`src/rtl/gate_array_reg_if.sv`:
```
// ============================================================================
//  gate_array_reg_if : handshake bundle for gate_array_reg (input + output side)
//  op_cnt and CNT_W exist only when GATE_OPCNT_EN is defined.  Rev 1.0
// ============================================================================
`default_nettype none

interface gate_array_reg_if #(
   parameter int N = 2,
   parameter int W = 1
`ifdef GATE_OPCNT_EN
 , parameter int CNT_W = 16
`endif
);
   logic               in_valid;
   logic               in_ready;
   logic [2:0]         op;
   logic [N*W-1:0]     a;
   logic [N-1:0]       en_mask;
   logic               out_valid;
   logic               out_ready;
   logic [W-1:0]       f;
   logic [2:0]         out_op;
`ifdef GATE_OPCNT_EN
   logic [CNT_W-1:0]   op_cnt;
`endif

   // master = producer + consumer of the stage, slave = the gate stage itself
   modport master (
      output in_valid, op, a, en_mask, out_ready,
      input  in_ready, out_valid, f, out_op
`ifdef GATE_OPCNT_EN
    , input  op_cnt
`endif
   );

   modport slave (
      input  in_valid, op, a, en_mask, out_ready,
      output in_ready, out_valid, f, out_op
`ifdef GATE_OPCNT_EN
    , output op_cnt
`endif
   );
endinterface

`default_nettype wire

```
`src/rtl/gate_array_reg.sv`:
```
// ============================================================================
//  gate_array_reg : N-input, W-bit registered gate with runtime op and mask.
//  Optional saturating op_cnt under GATE_OPCNT_EN.  Rev 1.0
// ============================================================================
`default_nettype none

module gate_array_reg #(
   parameter int N     = 2,
   parameter int W     = 1,
   parameter int CNT_W = 16
) (
   input  wire               clk,
   input  wire               rst_n,
   gate_array_reg_if.slave   bus
);

   localparam logic [2:0] C_OP_AND  = 3'b000;
   localparam logic [2:0] C_OP_OR   = 3'b001;
   localparam logic [2:0] C_OP_NAND = 3'b010;
   localparam logic [2:0] C_OP_NOR  = 3'b011;
   localparam logic [2:0] C_OP_XOR  = 3'b100;
   localparam logic [2:0] C_OP_XNOR = 3'b101;
   localparam logic [2:0] C_OP_INV  = 3'b110;

   generate
      if (N < 1 || N > 8 || W < 1 || W > 64 || CNT_W < 1) begin : g_bad_params
         $error("gate_array_reg: illegal N/W/CNT_W");
      end
   endgenerate

   logic             out_valid_q, out_valid_d;
   logic [W-1:0]     f_q, f_d;
   logic [2:0]       out_op_q, out_op_d;
   logic             accept;
   logic [W-1:0]     red_and, red_or, red_xor, gate_res;

   // Masked channels fold in as the identity of each reduction
   always_comb begin
      red_and = '1;
      red_or  = '0;
      red_xor = '0;
      for (int i = 0; i < N; i++) begin
         if (bus.en_mask[i]) begin
            red_and = red_and & bus.a[i*W +: W];
            red_or  = red_or  | bus.a[i*W +: W];
            red_xor = red_xor ^ bus.a[i*W +: W];
         end
      end
   end

   always_comb begin
      case (bus.op)
         C_OP_AND:  gate_res = red_and;
         C_OP_OR:   gate_res = red_or;
         C_OP_NAND: gate_res = ~red_and;
         C_OP_NOR:  gate_res = ~red_or;
         C_OP_XOR:  gate_res = red_xor;
         C_OP_XNOR: gate_res = ~red_xor;
         C_OP_INV:  gate_res = ~bus.a[W-1:0];
         default:   gate_res = bus.a[W-1:0];
      endcase
   end

   // Ready looks through the register so a draining result never costs a bubble
   assign bus.in_ready = ~out_valid_q | bus.out_ready;
   assign accept       = bus.in_valid & bus.in_ready;

   always_comb begin
      f_d         = f_q;
      out_op_d    = out_op_q;
      out_valid_d = out_valid_q;
      if (accept) begin
         f_d         = gate_res;
         out_op_d    = bus.op;
         out_valid_d = 1'b1;
      end else if (bus.out_ready) begin
         out_valid_d = 1'b0;
      end
   end

   always_ff @(posedge clk or negedge rst_n) begin
      if (!rst_n) begin
         out_valid_q <= 1'b0;
         f_q         <= '0;
         out_op_q    <= '0;
      end else begin
         out_valid_q <= out_valid_d;
         f_q         <= f_d;
         out_op_q    <= out_op_d;
      end
   end

   assign bus.out_valid = out_valid_q;
   assign bus.f         = f_q;
   assign bus.out_op    = out_op_q;

`ifdef GATE_OPCNT_EN
   logic [CNT_W-1:0] op_cnt_q, op_cnt_d;

   always_comb begin
      op_cnt_d = op_cnt_q;
      if (accept && (op_cnt_q != {CNT_W{1'b1}}))
         op_cnt_d = op_cnt_q + 1'b1;
   end

   always_ff @(posedge clk or negedge rst_n) begin
      if (!rst_n)
         op_cnt_q <= '0;
      else
         op_cnt_q <= op_cnt_d;
   end

   assign bus.op_cnt = op_cnt_q;
`endif

endmodule

`default_nettype wire

```
`src/flat_wrapper.sv`:
```
// flat-port wrapper written by rule: the top's interface ports become plain ports
module gate_array_reg_flat 
#(
   parameter int N     = 2,
   parameter int W     = 1,
   parameter int CNT_W = 16
)
  (clk, rst_n, bus_in_valid, bus_op, bus_a, bus_en_mask, bus_out_ready, bus_in_ready, bus_out_valid, bus_f, bus_out_op);
  gate_array_reg_if #(.N(N), .W(W)) bus_i ();
  input  wire clk;
  input  wire rst_n;
  input wire logic [$bits(bus_i.in_valid)-1:0] bus_in_valid;
  input wire logic [$bits(bus_i.op)-1:0] bus_op;
  input wire logic [$bits(bus_i.a)-1:0] bus_a;
  input wire logic [$bits(bus_i.en_mask)-1:0] bus_en_mask;
  input wire logic [$bits(bus_i.out_ready)-1:0] bus_out_ready;
  output wire logic [$bits(bus_i.in_ready)-1:0] bus_in_ready;
  output wire logic [$bits(bus_i.out_valid)-1:0] bus_out_valid;
  output wire logic [$bits(bus_i.f)-1:0] bus_f;
  output wire logic [$bits(bus_i.out_op)-1:0] bus_out_op;
  assign bus_i.in_valid = bus_in_valid;
  assign bus_i.op = bus_op;
  assign bus_i.a = bus_a;
  assign bus_i.en_mask = bus_en_mask;
  assign bus_i.out_ready = bus_out_ready;
  assign bus_in_ready = bus_i.in_ready;
  assign bus_out_valid = bus_i.out_valid;
  assign bus_f = bus_i.f;
  assign bus_out_op = bus_i.out_op;
  gate_array_reg #(.N(N), .W(W), .CNT_W(CNT_W)) u_core (.clk(clk), .rst_n(rst_n), .bus(bus_i));
endmodule
```
`config.mk`:
```
export PLATFORM = sky130hd
export DESIGN_NAME = gate_array_reg_flat
export DESIGN_NICKNAME = d
export VERILOG_FILES = /design/src/rtl/gate_array_reg_if.sv /design/src/rtl/gate_array_reg.sv /design/src/flat_wrapper.sv
export SDC_FILE = /design/constraint.sdc
export NUM_CORES = 1
export LEC_CHECK = 0
export BUFFER_PORTS_ARGS = -buffer_cell sky130_fd_sc_hd__buf_2
export CAP_MARGIN = 20
export CELL_PAD_IN_SITES_DETAIL_PLACEMENT = 1
export CELL_PAD_IN_SITES_GLOBAL_PLACEMENT = 2
export CORE_MARGIN = 4
export CORE_UTILIZATION = 19
export DETAILED_ROUTE_END_ITERATION = 12
export PLACE_DENSITY = 0.73
export SYNTH_ARGS = -nofsm -noshare
export SYNTH_HDL_FRONTEND = slang
export SYNTH_SLANG_ARGS = --single-unit
```
`constraint.sdc`:
```
create_clock -name clk -period 1.06 [get_ports clk]
set_input_delay 0.212 -clock clk [delete_from_list [all_inputs] [get_ports clk]]
set_output_delay 0.212 -clock clk [all_outputs]
set_load 0.02 [all_outputs]
```
Word level (Yosys, flattened, before mapping)
Cells that the tools add are included.
{"block": "totals", "register_bits": 5, "input_bits": 11, "out_inout_bits": 6, "elab_cells": 29}
{"block": "classes", "n_eq_ne": 6, "muxes": 8, "bitwise_logic": 10, "reduce_logical": 2}
{"cell": "3-bit == test (second input constant)", "count": 3}
{"cell": "1-bit two-way mux", "count": 7}
{"cell": "1-bit case mux with 7 select lines", "count": 1}
{"cell": "3-bit by 2-bit == test with 1-bit output (second input constant)", "count": 2}
{"cell": "1-bit inverter", "count": 5}
{"cell": "3-bit by 1-bit == test with 1-bit output (second input constant)", "count": 1}
{"cell": "3-bit logical NOT", "count": 1}
{"cell": "1-bit AND", "count": 2}
{"cell": "1-bit OR", "count": 2}
{"cell": "2-bit nonzero test", "count": 1}
{"cell": "1-bit bitwise XOR", "count": 1}

Logic depth before layout (Yosys ltp)
{"block": "depth", "word_depth": 5, "mapped_depth": 7, "mapped_depth_nobuf": 7}

Worst setup path before layout
Ideal clock, no wire load.
{"block": "synth_timing", "kind": "register -> register", "start": "register u_core.out_valid_q, in the netlist u_core.bus.out_valid", "end": "register u_core.out_op_q[0], in the netlist u_core.bus.out_op[0]", "setup_ns": 0.125, "t_arrival_ns": 1.204, "t_required_ns": 0.935, "setup_slack_ns": -0.269, "path_stages_with_launch": 4, "path_buffers": 0, "period_less_slack_ns": 1.329, "path_cell_list": "dfrtp_1 > nand2b_1 > nand2_1 > mux2_2"}
{"block": "synth_via", "elab_chain_cells": 3}
{"item": "start: declaration", "line": "gate_array_reg.sv:31", "text": "logic out_valid_q, out_valid_d;"}
{"item": "start signal: assignment", "line": "gate_array_reg.sv:87", "text": "out_valid_q <= out_valid_d;"}
{"item": "1-bit inverter", "line": "gate_array_reg.sv:65", "text": "assign bus.in_ready = ~out_valid_q | bus.out_ready;"}
{"item": "1-bit OR", "line": "gate_array_reg.sv:65"}
{"item": "named net bus_in_ready", "line": "flat_wrapper.sv:17", "text": "output wire logic [$bits(bus_i.in_ready)-1:0] bus_in_ready;"}
{"item": "1-bit AND", "line": "gate_array_reg.sv:66", "text": "assign accept = bus.in_valid & bus.in_ready;"}
{"item": "end signal: assignment", "line": "gate_array_reg.sv:89", "text": "out_op_q <= out_op_d;"}
{"item": "end: declaration", "line": "gate_array_reg.sv:33", "text": "logic [2:0] out_op_q, out_op_d;"}
The timed path passes the listed nets, and every way through them passes these cells.
A chain may end at the register's enable or synchronous reset.

Worst setup path after layout
{"block": "layout_timing", "start": "register u_core.out_valid_q, in the netlist u_core.bus.out_valid", "end": "output port bus_in_ready"}
{"block": "layout_via", "elab_chain_cells": 2}
{"item": "1-bit inverter", "line": "gate_array_reg.sv:65"}
{"item": "1-bit OR", "line": "gate_array_reg.sv:65"}
{"item": "end: declaration", "line": "flat_wrapper.sv:17"}
Every way passes these cells.

==> results.cfg <==
[yosys]
yosysTopAreaCell = dfrtp_1
synth.distinct_cells = 18
synth_edf_count = 0
synthArstFlopShare_pct = 100
synthMuxAreaShare_pct = 10.7
synth-warning-count = 0
syn_avg_cell_area_um2 = 9.85
synth_compound_area_share_pct = 20.9
synth.area.top_cells = dfrtp_1, mux2_2, nand2_1, nand2b_1, a22oi_2
synthTopCellsByCount = dfrtp_1, nand2_1, nand2b_1
synth_fa_ha_area_share_pct = 4.10
synth_cells = 31
synthXorXnorAreaFrac_pct = 2.87
synth_top_family_by_area = compound AO/OA/AOI/OAI gates
ys_ff_latch = 5
synth.top_cell.area_share_pct = 41.0
syn_nets = 43
synth_simple_gate_area_share_pct = 16.8
synthesis.area_um2 = 305
synth_seq_area_share_pct = 41.0
synthFlopType = dfrtp_1

[clock_network]
cts_root_buffer = clkbuf_4
htreeDepth = 1
cts_setup_buffers = 0
cts_tree = done
cts_made_buffers = 3
clk_latency_ns = 0.24
clkTransAtPathRegs_ns = 0.04
clockBufferDepth = 2
cts.sinks = 5

[place]
gp_congestion = 0.610
dpl_cell_area_um2 = 499
port_buffers = 16
post-place-ws_ns = -0.287
dp_hpwl_um = 695

[routing]
first_pass_iters = 2
finalWirelength_um = 762
routedWlPerCell_um = 10.3
ant_nets = 0
vias_per_cell = 4.47
dr.first_iter.drc_count = 1
vias = 331
drcViolationCount = 0

[worst_setup_path]
worstPathMaxFanout = 3
worstSetupPathType = reg2out
worstPathCellList = nand2b_4, buf_6
arrival_ns = 0.86
critPathLaunch = u_core.bus.out_valid$_DFFE_PN0P_
worst_setup_path_end_kind = output pin
worstPathRequired_ns = 0.85
r2r-start = u_core.bus.out_valid$_DFFE_PN0P_
startpoint_type = flip-flop
reg2reg_slack_ns = 0.07
cp_slowest_cell = dfrtp_2
crit_path_max_incr_delay_ns = 0.41

[sta]
fmaxAchievable_mhz = 936
finClkSkew_ns = 0.00177
slew_headroom_pct = 85.8
worst_pin_slew_ns = 0.214
hold_slack_ns = 0.211
rsz0062_at_grt = true
period_needed_ns = 1.07
min_period_over_period_pct = 101
fin_setup_tns_ns = -0.00870
fin_ws_ns = -0.00870
setup_viol = 1
hold_violations = 0
drv_slew = 0

[floorplan]
num_rows = 14
die_w_um = 48.1
die_h_um = 48.1
design.core.area_um2 = 1510
initial_core_util_pct = 20.3
ioPinCount = 17
fp.dieArea_um2 = 2310

[pwr]
leakagePower_nw = 0.270
power_frac_comb_pct = 33.3
swShare_pct = 30.6
seqPwrFrac_pct = 34.4
vdd_drop_max_v = 0.000280
internal_power_mw = 0.467
p_per_area_nw_per_um2 = 1220
p_clk_share_pct = 32.3
p_switching_mw = 0.206

[global_route]
grt_pass1_vias = 328
grt_max_degree = 7
grt_usage_pct = 7.69
antenna_found_initial = 0
grt_overflow = 0
grt_pass1_wl_mm = 1.24

[status]
violations = setup timing
status = finished with violations

[final_layout]
drive_gt1_share_pct = 63.8
nNetsFinal = 71
stdcell_area_um2 = 553
num_antenna_cells = 0
fin_util_pct = 36.7
area_growth_pct = 81.1

[worst_hold_path]
hp-class = in2reg
min_from = bus_in_valid

[run]
maxCapViolCount = 0
## area by class of cell
class | instances | area [µm²]
fill | 182 | 953
inverter | 3 | 11.3
sequential | 5 | 126
multi-input combinational | 23 | 223
clock buffer | 4 | 26.3
timing repair buffer | 23 | 146
tap | 16 | 20.0
## registers in the layout, indices dropped and copies added (netlist names)
signal / flops
u_core.bus.out_op: 3
u_core.bus.f: 1
u_core.bus.out_valid: 1
## critical path, delay by kind of cell, from the launching register on
family / cells / cell delay [ns]
flops: 1 / 0.41
buf+inv: 1 / 0.12
simple gates: 1 / 0.09
## cells in the final DEF (no fill, tap or decap)
master and instances:
clkbuf_1 1, a2bb2oi_1 1, a21oi_2 1, buf_2 13
a31oi_2 1, nand2_4 1, nand2_1 3, nand2_8 1
dfrtp_2 1, a31oi_1 1, clkbuf_4 3, inv_1 1
mux2_4 1, buf_6 1, o221ai_1 1, xor2_1 1
inv_2 2, dlygate4sd3_1 1, nand2b_4 1, mux2_2 1
buf_4 8, dfrtp_1 4, nand4_1 1, o211ai_1 1
nand3b_1 1, nand2b_1 2, a22oi_2 1, o21ai_0 1
ha_4 1, mux2i_1 1
## repair_timing
action,4_1_cts,5_1_grt
endpoints found under the hold margin,5,0
hold buffers,1,0
pin swaps,2,1
gates resized for setup,5,0
endpoints found under the setup margin,2,2
## through the flow
stage,std cells,total power [mW]
floorplan,31,0.354
global placement,69,0.446
detailed placement,69,0.452
CTS,74,0.687
global route,74,0.716
finish,74,0.673
## cell families (layout without fill, tap and decap cells)
logic type,after synthesis,in the layout
buffers and inverters,3,30
AO/OA/AOI/OAI,8,8
AND/OR/NAND/NOR,10,10
adder cells (fa/ha/maj),1,1
flip-flops,5,5
XOR/XNOR,1,1
multiplexers,3,3
## metal layers
layer	vias to the layer above	routed length [µm]	global-route usage, %
li1	167	-	-
met1	151	328	8.55
met2	13	352	13.5
met3	0	81	1.13
met4	0	0	4.84
met5	-	0	0
## path summary, 6_finish.rpt
| check | end | cells after the start |
|---|---|---|
| max | bus_in_ready | 2 |
| min | u_core.bus.out_valid$_DFFE_PN0P_ | 2 |
| max reg2reg | u_core.bus.out_op[0]$_DFFE_PN0P_ | 3 |
| min reg2reg | u_core.bus.out_op[1]$_DFFE_PN0P_ | 2 |
| max in group asynchronous | u_core.bus.out_valid$_DFFE_PN0P_ | 2 |
| min in group asynchronous | u_core.bus.out_op[2]$_DFFE_PN0P_ | 2 |
## power groups by stage
stage          Combinational (mW)  Sequential, mW  Clock, mW
6_report                    0.224           0.231      0.218
5_1_grt                     0.247           0.235      0.235
4_1_cts                     0.229           0.232      0.227
3_5_place_dp                0.217           0.236          0
3_3_place_gp                0.213           0.233          0
2_1_floorplan              0.0857           0.268          0
No activity file was read; power rests on OpenSTA's default activity.
